===== src/rtl/conv2d_mac_engine.sv =====
// Single-MAC 2-D valid convolution over an image and a kernel that are streamed in.
// Each window's result leaves on a back-pressured stream, saturated or wrapped to OUT_W.
module conv2d_mac_engine #(
  parameter int unsigned DATA_W = 8,
  parameter int unsigned IMG_N  = 4,
  parameter int unsigned K_N    = 3,
  parameter int unsigned OUT_W  = 8,
  parameter int unsigned ACC_W  = 2 * DATA_W + $clog2(K_N * K_N)
) (
  input  logic              clk,
  input  logic              rst,
  input  logic              ld_valid,
  output logic              ld_ready,
  input  logic [DATA_W-1:0] ld_data,
  input  logic              start,
  input  logic              sat_en,
  output logic              out_valid,
  input  logic              out_ready,
  output logic [OUT_W-1:0]  out_data,
  output logic              out_last,
  output logic              busy,
  output logic              done,
  output logic              ovf
);
  localparam int unsigned O_N    = IMG_N - K_N + 1;
  localparam int unsigned IMG_SZ = IMG_N * IMG_N;
  localparam int unsigned KER_SZ = K_N * K_N;
  localparam int unsigned TOTAL  = IMG_SZ + KER_SZ;
  localparam int unsigned LD_W   = $clog2(TOTAL + 1);
  localparam int unsigned IMG_AW = (IMG_SZ > 1) ? $clog2(IMG_SZ) : 1;
  localparam int unsigned KER_AW = (KER_SZ > 1) ? $clog2(KER_SZ) : 1;
  localparam int unsigned CNT_W  = $clog2(IMG_N + 1);
  localparam int unsigned WIDE_W = ACC_W + OUT_W;

  if (K_N > IMG_N) begin : g_bad_kernel
    $error("conv2d_mac_engine: K_N must not exceed IMG_N");
  end
  if (ACC_W != 2 * DATA_W + $clog2(KER_SZ)) begin : g_bad_acc
    $error("conv2d_mac_engine: ACC_W is derived and must not be overridden");
  end

  typedef enum logic [2:0] {StLoad, StIdle, StMac, StOut, StDone} state_e;

  state_e              state_q, state_d;
  logic [LD_W-1:0]     ld_cnt_q;
  logic [DATA_W-1:0]   img_q [IMG_SZ];
  logic [DATA_W-1:0]   ker_q [KER_SZ];
  logic [CNT_W-1:0]    wr_q, wc_q, kr_q, kc_q;
  logic [ACC_W-1:0]    acc_q;
  logic                sat_q;
  logic                out_valid_q, out_last_q, busy_q, done_q, ovf_q;
  logic [OUT_W-1:0]    out_data_q;

  logic                ld_fire, ld_last, ld_to_img, kern_last, kc_last, win_last, wc_last;
  logic [IMG_AW-1:0]   img_ra, img_wa;
  logic [KER_AW-1:0]   ker_ra, ker_wa;
  logic [2*DATA_W-1:0] prod;
  logic [ACC_W-1:0]    acc_next;
  logic [WIDE_W-1:0]   acc_wide;
  logic                acc_over;
  logic [OUT_W-1:0]    narrow;

  always_comb begin
    img_ra    = IMG_AW'((32'(wr_q) + 32'(kr_q)) * IMG_N + 32'(wc_q) + 32'(kc_q));
    ker_ra    = KER_AW'(32'(kr_q) * K_N + 32'(kc_q));
    // A word taken in idle restarts the load sequence at image[0].
    ld_to_img = (state_q == StIdle) || (ld_cnt_q < LD_W'(IMG_SZ));
    img_wa    = (state_q == StIdle) ? '0 : IMG_AW'(ld_cnt_q);
    ker_wa    = KER_AW'(ld_cnt_q - LD_W'(IMG_SZ));
    ld_last   = ld_cnt_q == LD_W'(TOTAL - 1);
    kc_last   = kc_q == CNT_W'(K_N - 1);
    kern_last = kc_last && (kr_q == CNT_W'(K_N - 1));
    wc_last   = wc_q == CNT_W'(O_N - 1);
    win_last  = wc_last && (wr_q == CNT_W'(O_N - 1));
    prod      = (2 * DATA_W)'(img_q[img_ra]) * (2 * DATA_W)'(ker_q[ker_ra]);
    acc_next  = acc_q + ACC_W'(prod);
    acc_wide  = WIDE_W'(acc_next);
    acc_over  = |(acc_wide >> OUT_W);
    narrow    = (sat_q && acc_over) ? '1 : acc_wide[OUT_W-1:0];
  end

  always_comb begin
    state_d  = state_q;
    ld_ready = 1'b0;
    case (state_q)
      StLoad: begin
        ld_ready = 1'b1;
        if (ld_valid && ld_last) state_d = StIdle;
      end
      StIdle: begin
        ld_ready = !start;
        if (start)         state_d = StMac;
        else if (ld_valid) state_d = StLoad;
      end
      StMac:  if (kern_last) state_d = StOut;
      StOut:  if (out_ready) state_d = win_last ? StDone : StMac;
      StDone: state_d = StIdle;
      default: state_d = StLoad;
    endcase
  end

  assign ld_fire = ld_valid && ld_ready;

  always_ff @(posedge clk) begin
    if (rst) state_q <= StLoad;
    else     state_q <= state_d;
  end

  // Buffer contents are not reset; a reload always follows reset.
  always_ff @(posedge clk) begin
    if (ld_fire) begin
      if (ld_to_img) img_q[img_wa] <= ld_data;
      else           ker_q[ker_wa] <= ld_data;
    end
  end

  always_ff @(posedge clk) begin
    if (rst) begin
      ld_cnt_q    <= '0;
      wr_q        <= '0;
      wc_q        <= '0;
      kr_q        <= '0;
      kc_q        <= '0;
      acc_q       <= '0;
      sat_q       <= 1'b0;
      out_valid_q <= 1'b0;
      out_data_q  <= '0;
      out_last_q  <= 1'b0;
      busy_q      <= 1'b0;
      done_q      <= 1'b0;
      ovf_q       <= 1'b0;
    end else begin
      if (ld_fire) ld_cnt_q <= (state_q == StIdle) ? LD_W'(1) : ld_cnt_q + LD_W'(1);
      case (state_q)
        StIdle: begin
          if (start) begin
            acc_q <= '0;
            wr_q  <= '0;
            wc_q  <= '0;
            kr_q  <= '0;
            kc_q  <= '0;
            ovf_q <= 1'b0;
            sat_q <= sat_en;
          end
        end
        StMac: begin
          acc_q <= acc_next;
          if (kc_last) begin
            kc_q <= '0;
            kr_q <= kern_last ? '0 : kr_q + CNT_W'(1);
          end else begin
            kc_q <= kc_q + CNT_W'(1);
          end
          // The final product of the window goes straight into the output register.
          if (kern_last) begin
            out_data_q <= narrow;
            out_last_q <= win_last;
            if (acc_over) ovf_q <= 1'b1;
          end
        end
        StOut: begin
          if (out_ready && !win_last) begin
            acc_q <= '0;
            if (wc_last) begin
              wc_q <= '0;
              wr_q <= wr_q + CNT_W'(1);
            end else begin
              wc_q <= wc_q + CNT_W'(1);
            end
          end
        end
        default: ;
      endcase
      out_valid_q <= state_d == StOut;
      busy_q      <= state_d inside {StMac, StOut, StDone};
      done_q      <= state_d == StDone;
    end
  end

  assign out_valid = out_valid_q;
  assign out_data  = out_data_q;
  assign out_last  = out_last_q;
  assign busy      = busy_q;
  assign done      = done_q;
  assign ovf       = ovf_q;
endmodule

===== config.mk =====
export PLATFORM = sky130hd
export DESIGN_NAME = conv2d_mac_engine
export DESIGN_NICKNAME = d
export VERILOG_FILES = /design/src/rtl/conv2d_mac_engine.sv
export SDC_FILE = /design/constraint.sdc
export NUM_CORES = 1
export LEC_CHECK = 0
export CAP_MARGIN = 20
export CORE_ASPECT_RATIO = 0.75
export CORE_MARGIN = 4
export CORE_UTILIZATION = 57
export CTS_BUF_LIST = sky130_fd_sc_hd__clkbuf_16
export DETAILED_ROUTE_END_ITERATION = 10
export PLACE_DENSITY = 0.77
export SYNTH_ARGS = -nofsm -noshare
export SYNTH_HDL_FRONTEND = slang
export SYNTH_SLANG_ARGS = --single-unit

===== constraint.sdc =====
create_clock -name clk -period 7.6 [get_ports clk]
set_input_delay 1.14 -clock clk [delete_from_list [all_inputs] [get_ports clk]]
set_output_delay 1.14 -clock clk [all_outputs]
set_load 0.03 [all_outputs]

Word level (Yosys, flattened, before mapping)
Memory sizes are Yosys's and may differ from the RTL's.
Index checks and enable logic that the tools add are counted.
{"block": "classes", "add_sub_neg": 11, "multipliers": 2, "magnitude_cmp": 1, "eq_ne": 18, "n_mux": 36, "reduce_logical": 23}
{"op": "20-bit case mux with 3 select lines", "n": 1}
{"op": "3-bit two-way mux", "n": 14}
{"op": "20-bit two-way mux", "n": 2}
{"op": "3-bit case mux with 2 select lines", "n": 4}
{"op": "20-bit by 16-bit adder with 20-bit output", "n": 1}
{"op": "3-bit by 2-bit == test with 1-bit output (second input constant)", "n": 6}
{"op": "8-bit by 8-bit multiplier with 16-bit output", "n": 1}
{"op": "3-bit case mux with 5 select lines", "n": 1}
{"op": "3-bit by 1-bit adder with 3-bit output (second input constant)", "n": 4}
{"op": "4-bit by 3-bit adder with 4-bit output", "n": 3}
{"op": "2-bit != test (second input constant)", "n": 6}
{"op": "12-bit OR reduction", "n": 1}
{"op": "3-bit by 1-bit == test with 1-bit output (second input constant)", "n": 3}
{"op": "1-bit two-way mux", "n": 9}
{"op": "3-bit AND reduction", "n": 3}
{"op": "8-bit two-way mux", "n": 1}
{"op": "4-bit AND reduction", "n": 2}
{"op": "3-bit == test (second input constant)", "n": 2}
{"op": "1-bit logical AND", "n": 6}
{"op": "2-bit AND reduction", "n": 3}
{"op": "3-bit nonzero test", "n": 2}
{"op": "5-bit by 1-bit adder with 5-bit output (second input constant)", "n": 1}
{"op": "5-bit == test (second input constant)", "n": 1}
{"op": "5-bit < comparator (second input constant)", "n": 1}
{"op": "10 further kinds", "n": 13}
{"block": "totals", "register_bits": 54, "mem_bits_rw": 200, "in_bits": 14, "out_inout_bits": 14, "wordCells": 107, "mem_count": 2}
{"name": "img_q", "words": 16, "width": 8, "rd": 1, "rd_ports_with_merged_regs": 0, "write_ports": 1, "line_no": "46", "text": "logic [DATA_W-1:0] img_q [IMG_SZ];"}
{"name": "ker_q", "words": 9, "width": 8, "rd": 1, "rd_ports_with_merged_regs": 0, "write_ports": 1, "line_no": "47", "text": "logic [DATA_W-1:0] ker_q [KER_SZ];"}

Logic depth before layout (Yosys ltp)
An unclocked memory read counts as a cell.
{"block": "logic_depth", "ltp_word": 10, "mapped_depth": 30, "ltp_nobuf": 29}

Least setup slack after synthesis
Ideal clock, no wire load.
{"block": "synth_path", "kind": "reg2reg", "startpoint": "register wr_q[0]", "endpoint": "register out_data_q[5], in the netlist out_data[5]", "setup_time_ns": 0.145, "arrival_time_ns": 7.627, "required_ns": 7.455, "slack_ns": -0.172, "path_stages_with_launch": 26, "n_path_buf": 0, "period_less_slack_ns": 7.772, "cell_sequence": "dfxtp_1 > ha_1 > inv_1 > fa_1 > fa_1 > xnor2_1 > xnor2_1 > xnor2_1 > mux4_1 > nand2b_1 > fa_1 > fa_1 > inv_1 > fa_1 > inv_1 > fa_1 > inv_1 > ha_1 > and2_4 > a221o_2 > or3_1 > a22oi_1 > nor4b_2 > nand2_1 > o41ai_4 > a311oi_1"}
{"block": "synth_between", "elab_chain_cells": 9}
{"item": "start: declaration", "line_no": "48", "text": "logic [CNT_W-1:0] wr_q, wc_q, kr_q, kc_q;"}
{"item": "start signal: assignment", "line_no": "166", "text": "wr_q <= wr_q + CNT_W'(1);"}
{"item": "2-bit adder *", "line_no": "64", "text": "img_ra = IMG_AW'((32'(wr_q) + 32'(kr_q)) * IMG_N + 32'(wc_q) + 32'(kc_q));"}
{"item": "4-bit by 3-bit adder with 4-bit output * (2 in a row)", "line_no": "64"}
{"item": "memory read 16 x 8 bit *"}
{"item": "8-bit by 8-bit multiplier with 16-bit output *", "line_no": "75", "text": "prod = (2 * DATA_W)'(img_q[img_ra]) * (2 * DATA_W)'(ker_q[ker_ra]);"}
{"item": "20-bit by 16-bit adder with 20-bit output *", "line_no": "76", "text": "acc_next = acc_q + ACC_W'(prod);"}
{"item": "12-bit OR reduction", "line_no": "78", "text": "acc_over = |(acc_wide >> OUT_W);"}
{"item": "1-bit logical AND", "line_no": "79", "text": "narrow = (sat_q && acc_over) ? '1 : acc_wide[OUT_W-1:0];"}
{"item": "8-bit two-way mux *", "line_no": "79"}
{"item": "end signal: assignment", "line_no": "156", "text": "out_data_q <= narrow;"}
{"item": "end: declaration", "line_no": "52", "text": "logic [OUT_W-1:0] out_data_q;"}
Every way passes the cells marked *; elsewhere a longest branch is shown, timed or not.
A chain may end at the register's enable or synchronous reset.

Final worst setup path
{"block": "layout_path", "startpoint": "register kr_q[0]", "endpoint": "register out_data_q[6], in the netlist out_data[6]"}
{"block": "layout_between", "elab_chain_cells": 9, "word_cells_on_any_way": 15, "cone_classes": "5 x add/sub; 2 x mul; 1 x eq/ne; 1 x mux; 4 x reduce/logical; 2 x memory"}
{"item": "start: declaration", "line_no": "48"}
{"item": "start signal: assignment", "line_no": "150", "text": "kr_q <= kern_last ? '0 : kr_q + CNT_W'(1);"}
{"item": "2-bit adder", "line_no": "64"}
{"item": "4-bit by 3-bit adder with 4-bit output (2 in a row)", "line_no": "64"}
{"item": "memory read 16 x 8 bit"}
{"item": "8-bit by 8-bit multiplier with 16-bit output", "line_no": "75"}
{"item": "20-bit by 16-bit adder with 20-bit output", "line_no": "76"}
{"item": "12-bit OR reduction", "line_no": "78"}
{"item": "1-bit logical AND", "line_no": "79"}
{"item": "8-bit two-way mux", "line_no": "79"}
Several ways; a longest one is shown, not always the timed one.

==> impl_metrics.env <==
export IMPL_outcome="finished clean"
export IMPL_drt_iter0_markers=818
export IMPL_cts_tree="yes"
export IMPL_hp_class="reg -> reg"
export IMPL_ioPinCount=28
export IMPL_viasPerCell=5.88
export IMPL_synth_common_cells="200 x edfxtp_1, 115 x inv_1, 76 x nor2_1"
export IMPL_async_reset_ff_share_pct=0
export IMPL_vias=8088
export IMPL_rsz0062_at_grt="true"
export IMPL_cp_max_fo=8
export IMPL_finalSetupTns_ns=0
export IMPL_yosys_area_top_type="edfxtp_1"
export IMPL_ir_drop_mv=0.247
export IMPL_dpl_cell_area_mm2=0.0140
export IMPL_fin_ws_ns=0.0387
export IMPL_grt_pass1_vias=8058
export IMPL_place_gp_congestion=0.886
export IMPL_fin_cells=1376
export IMPL_area_growth_syn_to_layout_pct=15.1
export IMPL_leakagePower_nw=5.59
export IMPL_tightest_slew_ns=1.10
export IMPL_drc=0
export IMPL_drtAntennaViolNets=0
export IMPL_synth_sequential_area_ratio_pct=53.8
export IMPL_fp_dieH_um=140
export IMPL_portBuffers=27
export IMPL_numCtsBuffers=23
export IMPL_drive_gt1_share_pct=20.1
export IMPL_cts_sinks=254
export IMPL_grt_max_degree=52
export IMPL_clock_path_buffers=3
export IMPL_rows=47
export IMPL_overflow=0
export IMPL_power_density_mw_per_mm2=212
export IMPL_synth_nets=1117
export IMPL_yosys_register_bits=254
export IMPL_max_cap_viol_count=0
export IMPL_fin_skew_ns=0.0216
export IMPL_clk_pin_slew_ns=0.07
export IMPL_ctsHoldBuffers=0
export IMPL_htree_levels=1
export IMPL_start_util_pct=58.8
export IMPL_first_pass_iters=5
export IMPL_core_mm2=0.0224
export IMPL_synth_edf_count=200
export IMPL_die_w_um=184
export IMPL_routed_wl_mm=28.8
export IMPL_report_final_slew_viol_count=0
export IMPL_timing_fmax_ghz=0.132
export IMPL_synth_distinct_cells=66
export IMPL_grtUsageTotal_pct=22.8
export IMPL_antenna_found_initial=0
export IMPL_hpwlAfterDp_mm=19.7
export IMPL_finish_utilization_pct=67.6
export IMPL_hold_violations=0
export IMPL_setup_violations_final=0
export IMPL_synth_most_common_cell="edfxtp_1"
export IMPL_clkLatencyLatePin_ns=0.53
export IMPL_arrival_ns=7.91
export IMPL_cp_required_ns=7.95
export IMPL_nets=1189
export IMPL_synth_cells=993
export IMPL_grt_pass1_wl_mm=45.5
export IMPL_avgSynthCellArea_um2=13.3
export IMPL_ys_flop_type="edfxtp_1"
export IMPL_holdWs_ns=0.458
export IMPL_dp_slack_ns=-0.373
export IMPL_antenna_cells=0
export IMPL_finalPower_mw=3.21
export IMPL_relSlewSlack_pct=26.4
export IMPL_cts_root_buf="clkbuf_16"
export IMPL_yosys_area_top_type_share_pct=45.6
export IMPL_layout_worst_path_cycle_share_pct=99.5
export IMPL_min_period_ns=7.56
export IMPL_syn_area_mm2=0.0132
export IMPL_ys_warn_count=0
export IMPL_fin_area_mm2=0.0151
export IMPL_crit_type="reg -> reg"
export IMPL_start_kind="register"
export IMPL_dieArea_mm2=0.0256
export IMPL_wl_per_cell_um=21.0
export IMPL_crit_path_end_kind="register"
export IMPL_dp_cells=1322
export IMPL_synth_area_leaders="edfxtp_1 46%, mux4_2 8.7%, fa_1 8.4%, dfxtp_1 8.2%, ha_1 5.2%"
==> state kept, by name, summed over array words and instances (netlist names) <==
name / flops
busy: 1
kr_q: 3
kc_q: 3
out_last: 1
out_data: 8
ld_cnt_q: 5
wc_q: 3
sat_q: 1
img_q: 128
out_valid: 1
ovf: 1
state_q: 3
ker_q: 72
acc_q: 20
done: 1
wr_q: 3
==> per-layer routing <==
layer  vias to the layer above  global-route usage [%]  wire (um)
li1                       3695                       -          -
met1                      4020                    34.1      12700
met2                       327                    34.9      13300
met3                        46                    5.17       2360
met4                         0                    4.58        505
met5                         -                       0          0
==> timing repair <==
action / CTS / global route
resized for setup: 21 / 50
buffers inserted: 3 / 9
cloned: 0 / 0
endpoints found under the setup margin: 10 / 12
pin swaps: 2 / 26
==> area by class of cell <==
type                    count  area [um^2]
fillers                  1538         7260
inverters                 115          432
flip-flops and latches    254         7090
repair buffers             88          788
multi-input cells         583         5780
clock buffers              23          576
clock inverters            19          121
well taps                 294          368
==> worst max-delay path: stages, from the launching register on <==
cell	delay, ns
dfxtp_2	0.34
ha_4	0.26
inv_2	0.03
fa_1	0.48
fa_2	0.39
xnor2_2	0.16
xnor2_2	0.26
xnor2_4	0.15
buf_12	0.15
mux4_2	0.59
buf_6	0.16
and2_4	0.13
fa_2	0.40
fa_1	0.48
inv_1	0.05
fa_1	0.47
fa_1	0.50
inv_2	0.05
ha_4	0.23
and2_4	0.17
a221o_2	0.36
or3_4	0.40
a22oi_2	0.15
nor4b_4	0.23
nand2_2	0.14
o41ai_4	0.38
buf_6	0.18
a311oi_2	0.09
==> layout by cell type, fill, tap and decap left out, drive strengths merged, types with 6 or more instances in the layout <==
cell,instances
a22oi,12
inv,122
a211oi,10
nand2b,14
buf,62
a21o,9
nand2,74
nor3,7
nand3,15
xnor2,11
o21ai,17
fa,55
clkinv,9
nand3b,6
xor2,9
dfxtp,54
ha,55
mux2i,8
nor2b,18
clkbuf,23
a21oi,42
clkdlybuf4s50,26
nor2,76
edfxtp,200
and2,25
mux4,56
nor4,7
==> cells by family (layout without fill, tap and decap cells) <==
family,after synthesis,count (layout),synth area share [%]
xor gates and xnor gates,20,20,1.33
DFF,254,254,53.8
adders and majority gates,110,110,13.6
buffers and inverters,156,245,4.69
muxes,65,65,10.4
AOI/OAI and AO/OA,122,122,6.21
and+or+nand+nor,266,266,9.94
==> power by group <==
group	total [mW]	switching [mW]	internal, mW
Sequential	1.51	0.00409	1.51
Combinational	0.613	0.339	0.274
Clock	1.09	0.502	0.588
Total	3.21	0.845	2.37
==> path summary, 6_finish.rpt <==
kind             from           to  slack [ns]  cells past startpoint
min          out_last     out_last        0.46                      2
max reg2reg   kr_q[0]  out_data[6]        0.04                     27
min reg2reg  out_last     out_last        0.46                      2
max           kr_q[0]  out_data[6]        0.04                     27
No activity file was read; power rests on OpenSTA's default activity.
